### config.mk
export PLATFORM = sky130hd
export DESIGN_NAME = layer5_seq_ctrl
export DESIGN_NICKNAME = d
export VERILOG_FILES = /design/src/rtl/layer5_pkg.sv /design/src/rtl/argmax_seq.sv /design/src/rtl/layer5_seq_ctrl.sv
export SDC_FILE = /design/constraint.sdc
export NUM_CORES = 1
export LEC_CHECK = 0
export CORE_AREA = 2 2 149 151
export DETAILED_ROUTE_END_ITERATION = 7
export DIE_AREA = 0 0 151 153
export PLACE_DENSITY = 0.74
export SYNTH_ARGS = -nofsm -noshare
export SYNTH_HDL_FRONTEND = slang
export SYNTH_SLANG_ARGS = --single-unit
export TNS_END_PERCENT = 50
### constraint.sdc
create_clock -name clk_i -period 5.8 [get_ports clk_i]
set_input_delay 1.16 -clock clk_i [delete_from_list [all_inputs] [get_ports clk_i]]
set_output_delay 1.16 -clock clk_i [all_outputs]
set_load 0.01 [all_outputs]
### src/rtl/layer5_pkg.sv
// layer5_pkg: shared constants, derived widths and state encoding for the layer-5 sequencer
package layer5_pkg;
  localparam int N_IN  = 48;
  localparam int N_OUT = 10;
  localparam int DW    = 8;
  localparam int AW    = 32;
  localparam int WA_W  = 6;
  localparam int DRAIN = 3;
  localparam int CW    = $clog2(N_IN);
  localparam int LW    = $clog2(N_OUT);
  localparam int DCW   = $clog2(DRAIN + 1);
  typedef enum logic [2:0] {
    S_IDLE,
    S_CLEAR,
    S_LOAD,
    S_DRAIN,
    S_ARGMAX,
    S_DONE
  } state_e;
endpackage

### src/rtl/argmax_seq.sv
// argmax_seq: sequential signed argmax over lanes presented one per cycle; lower index wins ties
module argmax_seq
  import layer5_pkg::*;
#(
  parameter int IW = LW,
  parameter int VW = AW
) (
  input  logic          clk,
  input  logic          rst,
  input  logic          start_i,
  input  logic          vld_i,
  input  logic          last_i,
  input  logic [IW-1:0] idx_i,
  input  logic [VW-1:0] val_i,
  output logic [IW-1:0] best_idx_o,
  output logic [VW-1:0] best_val_o,
  output logic          done_o
);
  logic [IW-1:0] run_idx_q, run_idx_d, res_idx_q, res_idx_d;
  logic [VW-1:0] run_val_q, run_val_d, res_val_q, res_val_d;
  logic          done_q, done_d, take, fin;
  // first lane seeds the running best; later lanes replace it only when strictly greater
  always_comb begin
    take      = vld_i && (start_i || $signed(val_i) > $signed(run_val_q));
    fin       = vld_i && last_i;
    run_idx_d = take ? idx_i : run_idx_q;
    run_val_d = take ? val_i : run_val_q;
    res_idx_d = fin ? run_idx_d : res_idx_q;
    res_val_d = fin ? run_val_d : res_val_q;
    done_d    = fin;
  end
  // running best plus a result copy that stays stable until the next scan completes
  always_ff @(posedge clk) begin
    if (rst) begin
      run_idx_q <= '0;
      run_val_q <= '0;
      res_idx_q <= '0;
      res_val_q <= '0;
      done_q    <= 1'b0;
    end else begin
      run_idx_q <= run_idx_d;
      run_val_q <= run_val_d;
      res_idx_q <= res_idx_d;
      res_val_q <= res_val_d;
      done_q    <= done_d;
    end
  end
  assign best_idx_o = res_idx_q;
  assign best_val_o = res_val_q;
  assign done_o     = done_q;
endmodule

### src/rtl/layer5_seq_ctrl.sv
// layer5_seq_ctrl: feature intake, MAC-array sequencing and argmax for the 10-class output layer
module layer5_seq_ctrl
  import layer5_pkg::*;
(
  input  logic                clk_i,
  input  logic                rst_i,
  input  logic                start_i,
  input  logic                feat_valid_i,
  input  logic [DW-1:0]       feat_data_i,
  output logic                feat_ready_o,
  output logic [WA_W-1:0]     w_addr_o,
  output logic                mac_clear_o,
  output logic                mac_en_o,
  output logic [DW-1:0]       mac_din_o,
  input  logic [AW*N_OUT-1:0] acc_i,
  output logic                busy_o,
  output logic                done_o,
  output logic [LW-1:0]       class_o,
  output logic [AW-1:0]       score_o
);
  state_e          state_q, state_d;
  logic [CW-1:0]   cnt_q, cnt_d;
  logic [WA_W-1:0] w_addr_q, w_addr_d;
  logic [DW-1:0]   feat_q, feat_d, din_q, din_d;
  logic            hs_q, hs_d, en_q, en_d, hs, last_feat;
  logic [DCW-1:0]  drain_q, drain_d;
  logic [LW-1:0]   lane_q, lane_d;
  logic [AW-1:0]   lane_val;
  // next state, handshake, counters and the address/data alignment pipeline
  always_comb begin
    state_d      = state_q;
    feat_ready_o = state_q == S_LOAD;
    mac_clear_o  = state_q == S_CLEAR;
    busy_o       = state_q != S_IDLE;
    hs           = feat_ready_o && feat_valid_i;
    last_feat    = cnt_q == CW'(N_IN - 1);
    cnt_d        = state_q == S_CLEAR ? '0 : hs && !last_feat ? cnt_q + 1'b1 : cnt_q;
    w_addr_d     = hs ? WA_W'(cnt_q) : w_addr_q;
    feat_d       = hs ? feat_data_i : feat_q;
    hs_d         = hs;
    en_d         = hs_q;
    din_d        = feat_q;
    drain_d      = state_q == S_DRAIN ? drain_q + 1'b1 : '0;
    lane_d       = state_q == S_ARGMAX ? lane_q + 1'b1 : '0;
    case (state_q)
      S_IDLE:   state_d = start_i ? S_CLEAR : S_IDLE;
      S_CLEAR:  state_d = S_LOAD;
      S_LOAD:   state_d = hs && last_feat ? S_DRAIN : S_LOAD;
      S_DRAIN:  state_d = drain_q == DCW'(DRAIN) ? S_ARGMAX : S_DRAIN;
      S_ARGMAX: state_d = lane_q == LW'(N_OUT - 1) ? S_DONE : S_ARGMAX;
      S_DONE:   state_d = S_IDLE;
      default:  state_d = S_IDLE;
    endcase
  end
  // state and datapath registers; reset abandons any inference in flight
  always_ff @(posedge clk_i) begin
    if (rst_i) begin
      state_q  <= S_IDLE;
      cnt_q    <= '0;
      w_addr_q <= '0;
      feat_q   <= '0;
      din_q    <= '0;
      hs_q     <= 1'b0;
      en_q     <= 1'b0;
      drain_q  <= '0;
      lane_q   <= '0;
    end else begin
      state_q  <= state_d;
      cnt_q    <= cnt_d;
      w_addr_q <= w_addr_d;
      feat_q   <= feat_d;
      din_q    <= din_d;
      hs_q     <= hs_d;
      en_q     <= en_d;
      drain_q  <= drain_d;
      lane_q   <= lane_d;
    end
  end
  assign lane_val  = acc_i[32'(lane_q)*AW +: AW];
  assign w_addr_o  = w_addr_q;
  assign mac_en_o  = en_q;
  assign mac_din_o = din_q;
  argmax_seq #(.IW(LW), .VW(AW)) u_argmax (
    .clk       (clk_i),
    .rst       (rst_i),
    .start_i   (state_q == S_ARGMAX && lane_q == '0),
    .vld_i     (state_q == S_ARGMAX),
    .last_i    (lane_q == LW'(N_OUT - 1)),
    .idx_i     (lane_q),
    .val_i     (lane_val),
    .best_idx_o(class_o),
    .best_val_o(score_o),
    .done_o    (done_o)
  );
endmodule
==> summary.md, run 1 <==
| Metric | Value |
|---|---|
| Status | finished, final reports clean |
| TritonCTS clock tree | yes |
| Rows | 54 |
| Post-Syn Nets | 1,213 |
| WL final | 33.0 mm |
| Io pins | 387 |
| Period utilization | 93.3% |
| Async S/R FF share, synth | 0% |
| Pre-CTS setup slack | 0.139 ns |
| Hold path depth | 1 |
| Nets | 1,544 |
| Post-cts sizing count | 0 |
| Post-Synthesis Cell Area | 7920 um^2 |
| Total grt overflow | 0 |
| Setup-failing EPs final | 0 |
| Sum Neg Setup Slack | 0 ns |
| Max Clk Rate | 185 MHz |
| Synth warn | 0 |
| Commonest non-fill, non-tap cells in the layout | 386 x clkdlybuf4s50_1, 110 x dfxtp_1, 75 x nand2_1 |
| Vias/cell | 5.65 |
| Power Density | 149 nW/um^2 |
| Die area | 23,100 um^2 |
| DP Wirelength | 26.4 mm |
| Syn Area/Cell | 9.39 um^2 |
| HP Class | reg2reg |
| Number of DRC markers in iteration 0 | 691 |
| Vias in the first global route | 8,284 |
| Worst Hold Path EP | drain_q[0]$_SDFF_PP0_ |
| Maximum clock path buffer count | 2 |
| FF+latch count, synth | 112 |
| Worst-Skew Late Latency | 0.35 ns |
| Initial Utilization | 36.9% |
| Worst r2r src | lane_q[0]$_SDFF_PP0_ |
| Setup Skew | 0.0116 ns |
| Fin cells | 1,465 |
| Internal reg-to-reg setup slack | 0.70 ns |
| Initial antenna violation count | 7 |
| Critical path class | in2reg |
| First-pass GRT wire length | 49.2 mm |
| Die H | 153 um |
| Length of the first detailed-routing pass in iterations | 7 |
| Hold wc startpoint | drain_q[0]$_SDFF_PP0_ |
| DRT antenna net count | 0 |
| Worst Tran Pin Value | 0.935 ns |
| EDFF count, synth | 0 |
| Setup WS post-layout | 0.391 ns |
| H-tree depth | 3 |
| Cells after Synth | 844 |
| Sink Count | 112 |
| Root buf cell | clkbuf_16 |
| Post-layout min period | 5.41 ns |
| CP endpoint kind | register |
| Clock Pin Slew Worst Setup and Hold Paths | 0.07 ns |
| Slew HR | 37.6% |
| CP Data Arrival Time | 5.61 ns |
| Die span in x | 151 um |
| Post-CTS Setup Bufs | 0 |
| Synth Flop Type | dfxtp_1 |
| Worst reg2reg path depth | 15 |
| Port bufs | 386 |
| Commonest non-fill, non-tap cell in the layout | clkdlybuf4s50_1 |
| Max-slew violation count | 0 |
| Hold Buf Count CTS | 0 |
| Detailed-route DRC error count | 0 |
| Layout cells sized above 1 | 12.3% |
| Core footprint | 21,500 um^2 |
| Reported max-cap violation count | 0 |
| Required time of the critical path | 6.00 ns |
| Routability-driven placement congestion ratio | 0.886 |
| Final number of hold-violating endpoints | 0 |
| Fillers | 1,922 |
| Library cells used by synthesis | 55 |
| Max FO, Critical Path | 41 |
| Pin count of the biggest net entering global routing | 69 |
| Leak | 4.33 nW |
| CP startpoint kind | primary input |
| Area Overhead vs Synth | 55.3% |
| Overall global routing resource usage | 28.4% |
| Drt wl/cell | 22.5 um |
| Vias | 8,276 |
| RSZ-0062 raised after global routing | no |
| CTS buffer count | 9 |
| VDD IR-drop max | 134 uV |
| Reg2reg end | u_argmax.best_val_o[26]$_SDFFE_PP0P_ |
| Placed cells | 1,444 |
| Seq/Total Area, Yosys | 28.3% |
-- routing by layer --
metal | track usage, % | share of wire (%)
met1 | 37.0 | 41
met3 | 11.7 | 12
met4 | 6.41 | 1.4
met5 | 0 | 0.12
met2 | 44.0 | 46
-- where the power goes --
group	switching, W	internal [W]	total [W]
Sequential	0.00000314	0.000772	0.000775
Combinational	0.000131	0.000275	0.000406
Clock	0.000289	0.000360	0.000649
Total	0.000423	0.00141	0.00183
-- critical path, cell delays in order --
cell,delay [ns]
clkdlybuf4s50_1,0.45
mux4_2,0.48
a22oi_1,0.23
a2bb2oi_1,0.56
inv_1,0.15
ha_1,0.33
nand4_1,0.16
nor4_1,0.58
a31o_2,0.40
inv_1,0.11
nand3_1,0.11
nand2_2,0.16
buf_4,0.34
o211ai_1,0.22
o311ai_0,0.15
-- per-stage QoR --
step	utilization, %	cell area (um^2)	hold WS (ns)	power, W
5_1_grt	57.2	12300	0.447	0.00189
4_1_cts	57.2	12300	0.435	0.00183
6_report	57.3	12300	0.437	0.00183
2_1_floorplan	-	7920	0.406	0.000921
3_3_place_gp	55.8	12000	0.415	0.00119
3_5_place_dp	55.8	12000	0.425	0.00119
-- sequential cells by signal (all words and copies together) (netlist names) --
signal / count
lane_q: 4
mac_din_o: 8
state_q: 3
u_argmax.best_idx_o: 4
din_d: 8
en_d: 1
u_argmax.run_idx_q: 4
u_argmax.best_val_o: 32
u_argmax.done_o: 1
u_argmax.run_val_q: 32
drain_q: 2
cnt_q: 6
mac_en_o: 1
w_addr_o: 6
-- how the worst max path moves through the flow --
stage,start,end,slack [ns],cells past startpoint
2_1_floorplan,acc_i[127],u_argmax.run_val_q[0]$_SDFF_PP0_,1.57,17
3_3_place_gp,acc_i[121],u_argmax.best_val_o[12]$_SDFFE_PP0P_,0.28,15
3_5_place_dp,acc_i[121],u_argmax.best_val_o[25]$_SDFFE_PP0P_,0.14,15
4_1_cts,acc_i[121],u_argmax.best_val_o[25]$_SDFFE_PP0P_,0.51,15
5_1_grt,acc_i[121],u_argmax.best_val_o[2]$_SDFFE_PP0P_,0.12,15
6_report,acc_i[121],u_argmax.best_val_o[12]$_SDFFE_PP0P_,0.39,15
-- cell families after synthesis --
| family | after synthesis | share of synthesized area [%] |
|---|---|---|
| compound gates | 262 | 23.5 |
| simple gates | 176 | 10.6 |
| buf+inv | 153 | 7.93 |
| flops | 112 | 28.3 |
| mux | 97 | 22.9 |
| fa+ha+maj | 37 | 5.84 |
| xor+xnor | 7 | 0.869 |
-- layout make-up --
| cell class | instances | area (um^2) | share of cell area (%) |
|---|---|---|---|
| Antenna cell | 5 | 12.5 | 0.102 |
| Clock buffer | 12 | 256 | 2.08 |
| Clock inverter | 4 | 51.3 | 0.417 |
| Inverter | 68 | 255 | 2.07 |
| Multi-Input combinational cell | 579 | 5070 | 41.2 |
| Sequential cell | 112 | 2250 | 18.3 |
| Tap cell | 280 | 350 | 2.85 |
| Timing Repair Buffer | 405 | 4060 | 33.0 |
-- synthesized netlist by cell type, drive strengths merged (2+ instances only) --
| cell | number | area (um^2) |
|---|---|---|
| dfxtp | 112 | 2240 |
| buf | 24 | 141 |
| xnor2 | 4 | 42.6 |
| o21ai | 15 | 86.3 |
| nor2b | 12 | 75.1 |
| nand3 | 41 | 205 |
| inv | 67 | 251 |
| a21o | 2 | 15.0 |
| a22oi | 32 | 240 |
| o211ai | 37 | 283 |
| a21oi | 70 | 354 |
| nor2 | 15 | 56.3 |
| a31oi | 3 | 18.8 |
| o311ai | 32 | 280 |
| mux4 | 64 | 1440 |
| and3 | 3 | 18.8 |
| nor3 | 7 | 35.0 |
| mux2 | 32 | 360 |
| o31ai | 34 | 260 |
| xor2 | 3 | 26.3 |
| a2bb2oi | 31 | 272 |
| ha | 37 | 463 |
| nand4 | 7 | 58.8 |
| nor4 | 4 | 25.0 |
| nand2 | 76 | 285 |
| clkbuf | 61 | 231 |
| and4 | 2 | 17.5 |
| nor3b | 3 | 22.5 |
(Power assumes the default switching activity.)
==> inputs of run 2 (changes only) <==
--- a/config.mk
+++ b/config.mk
@@ -5,10 +5,12 @@
 export SDC_FILE = /design/constraint.sdc
 export NUM_CORES = 1
 export LEC_CHECK = 0
-export CORE_AREA = 2 2 149 151
+export CELL_PAD_IN_SITES_DETAIL_PLACEMENT = 0
+export CELL_PAD_IN_SITES_GLOBAL_PLACEMENT = 1
+export CORE_MARGIN = 2
+export CORE_UTILIZATION = 30
 export DETAILED_ROUTE_END_ITERATION = 7
-export DIE_AREA = 0 0 151 153
-export PLACE_DENSITY = 0.74
+export PLACE_DENSITY_LB_ADDON = 0.1
 export SYNTH_ARGS = -nofsm -noshare
 export SYNTH_HDL_FRONTEND = slang
 export SYNTH_SLANG_ARGS = --single-unit
==> summary.md, run 2 (same netlist as run 1, synthesis figures left out) <==
| Metric | Value |
|---|---|
| Max incr delay on CP | 0.73 ns (was 0.58 ns) |
| Total power | 0.00192 W (was 0.00183 W) |
| Post-layout util | 48.1% (was 57.3%) |
| CTS buffer count | 9 (unchanged) |
| Length of the first detailed-routing pass in iterations | 5 (was 7) |
| Vias/cell | 5.40 (was 5.65) |
| CP endpoint kind | register (unchanged) |
| Period utilization | 89.2% (was 93.3%) |
| CP cell instances | clkdlybuf4s50_1 > mux4_2 > a22oi_1 > a2bb2oi_1 > inv_1 > ha_1 > nand4_1 > nor2_1 > a221o_1 > a211o_1 > o31ai_4 > buf_12 > o211ai_1 > o311ai_0 (was clkdlybuf4s50_1 > mux4_2 > a22oi_1 > a2bb2oi_1 > inv_1 > ha_1 > nand4_1 > nor4_1 > a31o_2 > inv_1 > nand3_1 > nand2_2 > buf_4 > o211ai_1 > o311ai_0) |
| CP Data Arrival Time | 5.42 ns (was 5.61 ns) |
| DP Wirelength | 28.1 mm (was 26.4 mm) |
| Total grt overflow | 0 (unchanged) |
| Overall global routing resource usage | 24.9% (was 28.4%) |
| Drt wl/cell | 23.0 um (was 22.5 um) |
| First-pass GRT wire length | 52.6 mm (was 49.2 mm) |
| RSZ-0062 raised after global routing | no (unchanged) |
| Vias | 8,253 (was 8,276) |
| Detailed-route DRC error count | 0 (unchanged) |
| Max Clk Rate | 193 MHz (was 185 MHz) |
| Clock Pin Slew Worst Setup and Hold Paths | 0.07 ns (about the same) |
| Status | finished, final reports clean (unchanged) |
| Maximum clock path buffer count | 2 (unchanged) |
| Power Density | 153 nW/um^2 (was 149 nW/um^2) |
| WL final | 35.1 mm (was 33.0 mm) |
| Die span in x | 166 um (was 151 um) |
| Worst-Skew Late Latency | 0.37 ns (was 0.35 ns) |
| Sink Count | 112 (unchanged) |
| Commonest non-fill, non-tap cell in the layout | clkdlybuf4s50_1 (unchanged) |
| Hold Buf Count CTS | 0 (unchanged) |
| CP startpoint kind | primary input (unchanged) |
| HP Class | reg2reg (unchanged) |
| Port bufs | 386 (unchanged) |
| Initial antenna violation count | 7 (unchanged) |
| Root buf cell | clkbuf_16 (unchanged) |
| Reported max-cap violation count | 0 (unchanged) |
| Max FO, Critical Path | 43 (was 41) |
| Pin count of the biggest net entering global routing | 55 (was 69) |
| Die H | 166 um (was 153 um) |
| Commonest non-fill, non-tap cells in the layout | 386 x clkdlybuf4s50_1, 110 x dfxtp_1, 75 x nand2_1 (unchanged) |
| Slew HR | 35.2% (was 37.6%) |
| Layout cells sized above 1 | 12.9% (was 12.3%) |
| Io pins | 387 (unchanged) |
| DRT antenna net count | 0 (unchanged) |
| Initial Utilization | 30.5% (was 36.9%) |
| Rows | 59 (was 54) |
| Setup Skew | 0.0137 ns (was 0.0116 ns) |
| Die area | 27,700 um^2 (was 23,100 um^2) |
| Worst Tran Pin Value | 0.971 ns (was 0.935 ns) |
| Internal reg-to-reg setup slack | 0.95 ns (was 0.70 ns) |
| Post-CTS Setup Bufs | 0 (unchanged) |
| Routability-driven placement congestion ratio | 0.883 (was 0.886) |
| Post-cts sizing count | 0 (unchanged) |
| Number of DRC markers in iteration 0 | 423 (was 691) |
| Area Overhead vs Synth | 57.7% (was 55.3%) |
| Required time of the critical path | 6.04 ns (was 6.00 ns) |
| Setup-failing EPs final | 0 (unchanged) |
| Sum Neg Setup Slack | 0 ns (unchanged) |
| Final number of hold-violating endpoints | 0 (unchanged) |
| Post-layout min period | 5.18 ns (was 5.41 ns) |
| Slowest CP cell | o31ai_4 (was nor4_1) |
| Leak | 4.39 nW (was 4.33 nW) |
| Max-slew violation count | 0 (unchanged) |
| TritonCTS clock tree | yes (unchanged) |
| Nets | 1,551 (was 1,544) |
| H-tree depth | 3 (unchanged) |
| Vias in the first global route | 8,359 (was 8,284) |
| Core footprint | 26,000 um^2 (was 21,500 um^2) |
| VDD IR-drop max | 118 uV (was 134 uV) |
| Critical path class | in2reg (unchanged) |
run 2: cell count changes in the layout (fill, tap and decap cells not counted), sizes merged:
| cell | delta |
|---|---|
| buf | +7 |
| clkbuf | -2 |
| bufinv | +1 |
| clkinv | +1 |
| clkinvlp | -1 |
| inv | +1 |
run 2: path summary, 6_finish.rpt:
check | startpoint | endpoint | depth (start not counted)
setup reg to reg | lane_q[0]$_SDFF_PP0_ | u_argmax.best_val_o[6]$_SDFFE_PP0P_ | 14
hold reg to reg | drain_q[0]$_SDFF_PP0_ | drain_q[0]$_SDFF_PP0_ | 1
hold / removal | drain_q[0]$_SDFF_PP0_ | drain_q[0]$_SDFF_PP0_ | 1
setup / recovery | acc_i[122] | u_argmax.best_val_o[6]$_SDFFE_PP0P_ | 14
run 2: critical path: cells and delay by family:
kind,cells,cell delay (ns)
mux,1,0.49
buf+inv,3,0.88
fa+ha+maj,1,0.31
compound gates,7,2.30
simple gates,2,0.28
run 2: area by class of cell:
cell class	count	area [um^2]
Inverter	68	255
Multi-Input combinational cell	579	5070
Tap cell	335	419
Sequential cell	112	2250
Timing Repair Buffer	412	4120
Clock buffer	10	250
Clock inverter	6	108
Antenna cell	5	12.5
Fill cell	2521	13500
run 2: stage by stage:
| stage | setup WS, ns | hold slack [ns] | cells | area [um^2] |
|---|---|---|---|---|
| floorplan | 1.57 | 0.406 | 844 | 7920 |
| global placement | 0.276 | 0.422 | 1506 | 12100 |
| finish | 0.625 | 0.440 | 1527 | 12500 |
| CTS | 0.622 | 0.436 | 1522 | 12500 |
| detailed placement | 0.254 | 0.425 | 1506 | 12100 |
| global route | 0.377 | 0.471 | 1527 | 12500 |
run 2: where the power goes:
part	leakage, nW	internal, W	total [W]	switching (W)
clock network	0.175	0.000416	0.000736	0.000320
registers	0.904	0.000772	0.000775	0.00000324
logic	3.31	0.000276	0.000404	0.000129
run 2: layer usage:
layer / part of all wire (%) / vias up / GRT usage, %
met4: 1.5 / 4 / 6.56
met5: 0.077 / - / 0
met2: 47 / 297 / 40.1
met3: 7.1 / 28 / 6.08
li1: - / 3919 / -
met1: 44 / 4005 / 33.5
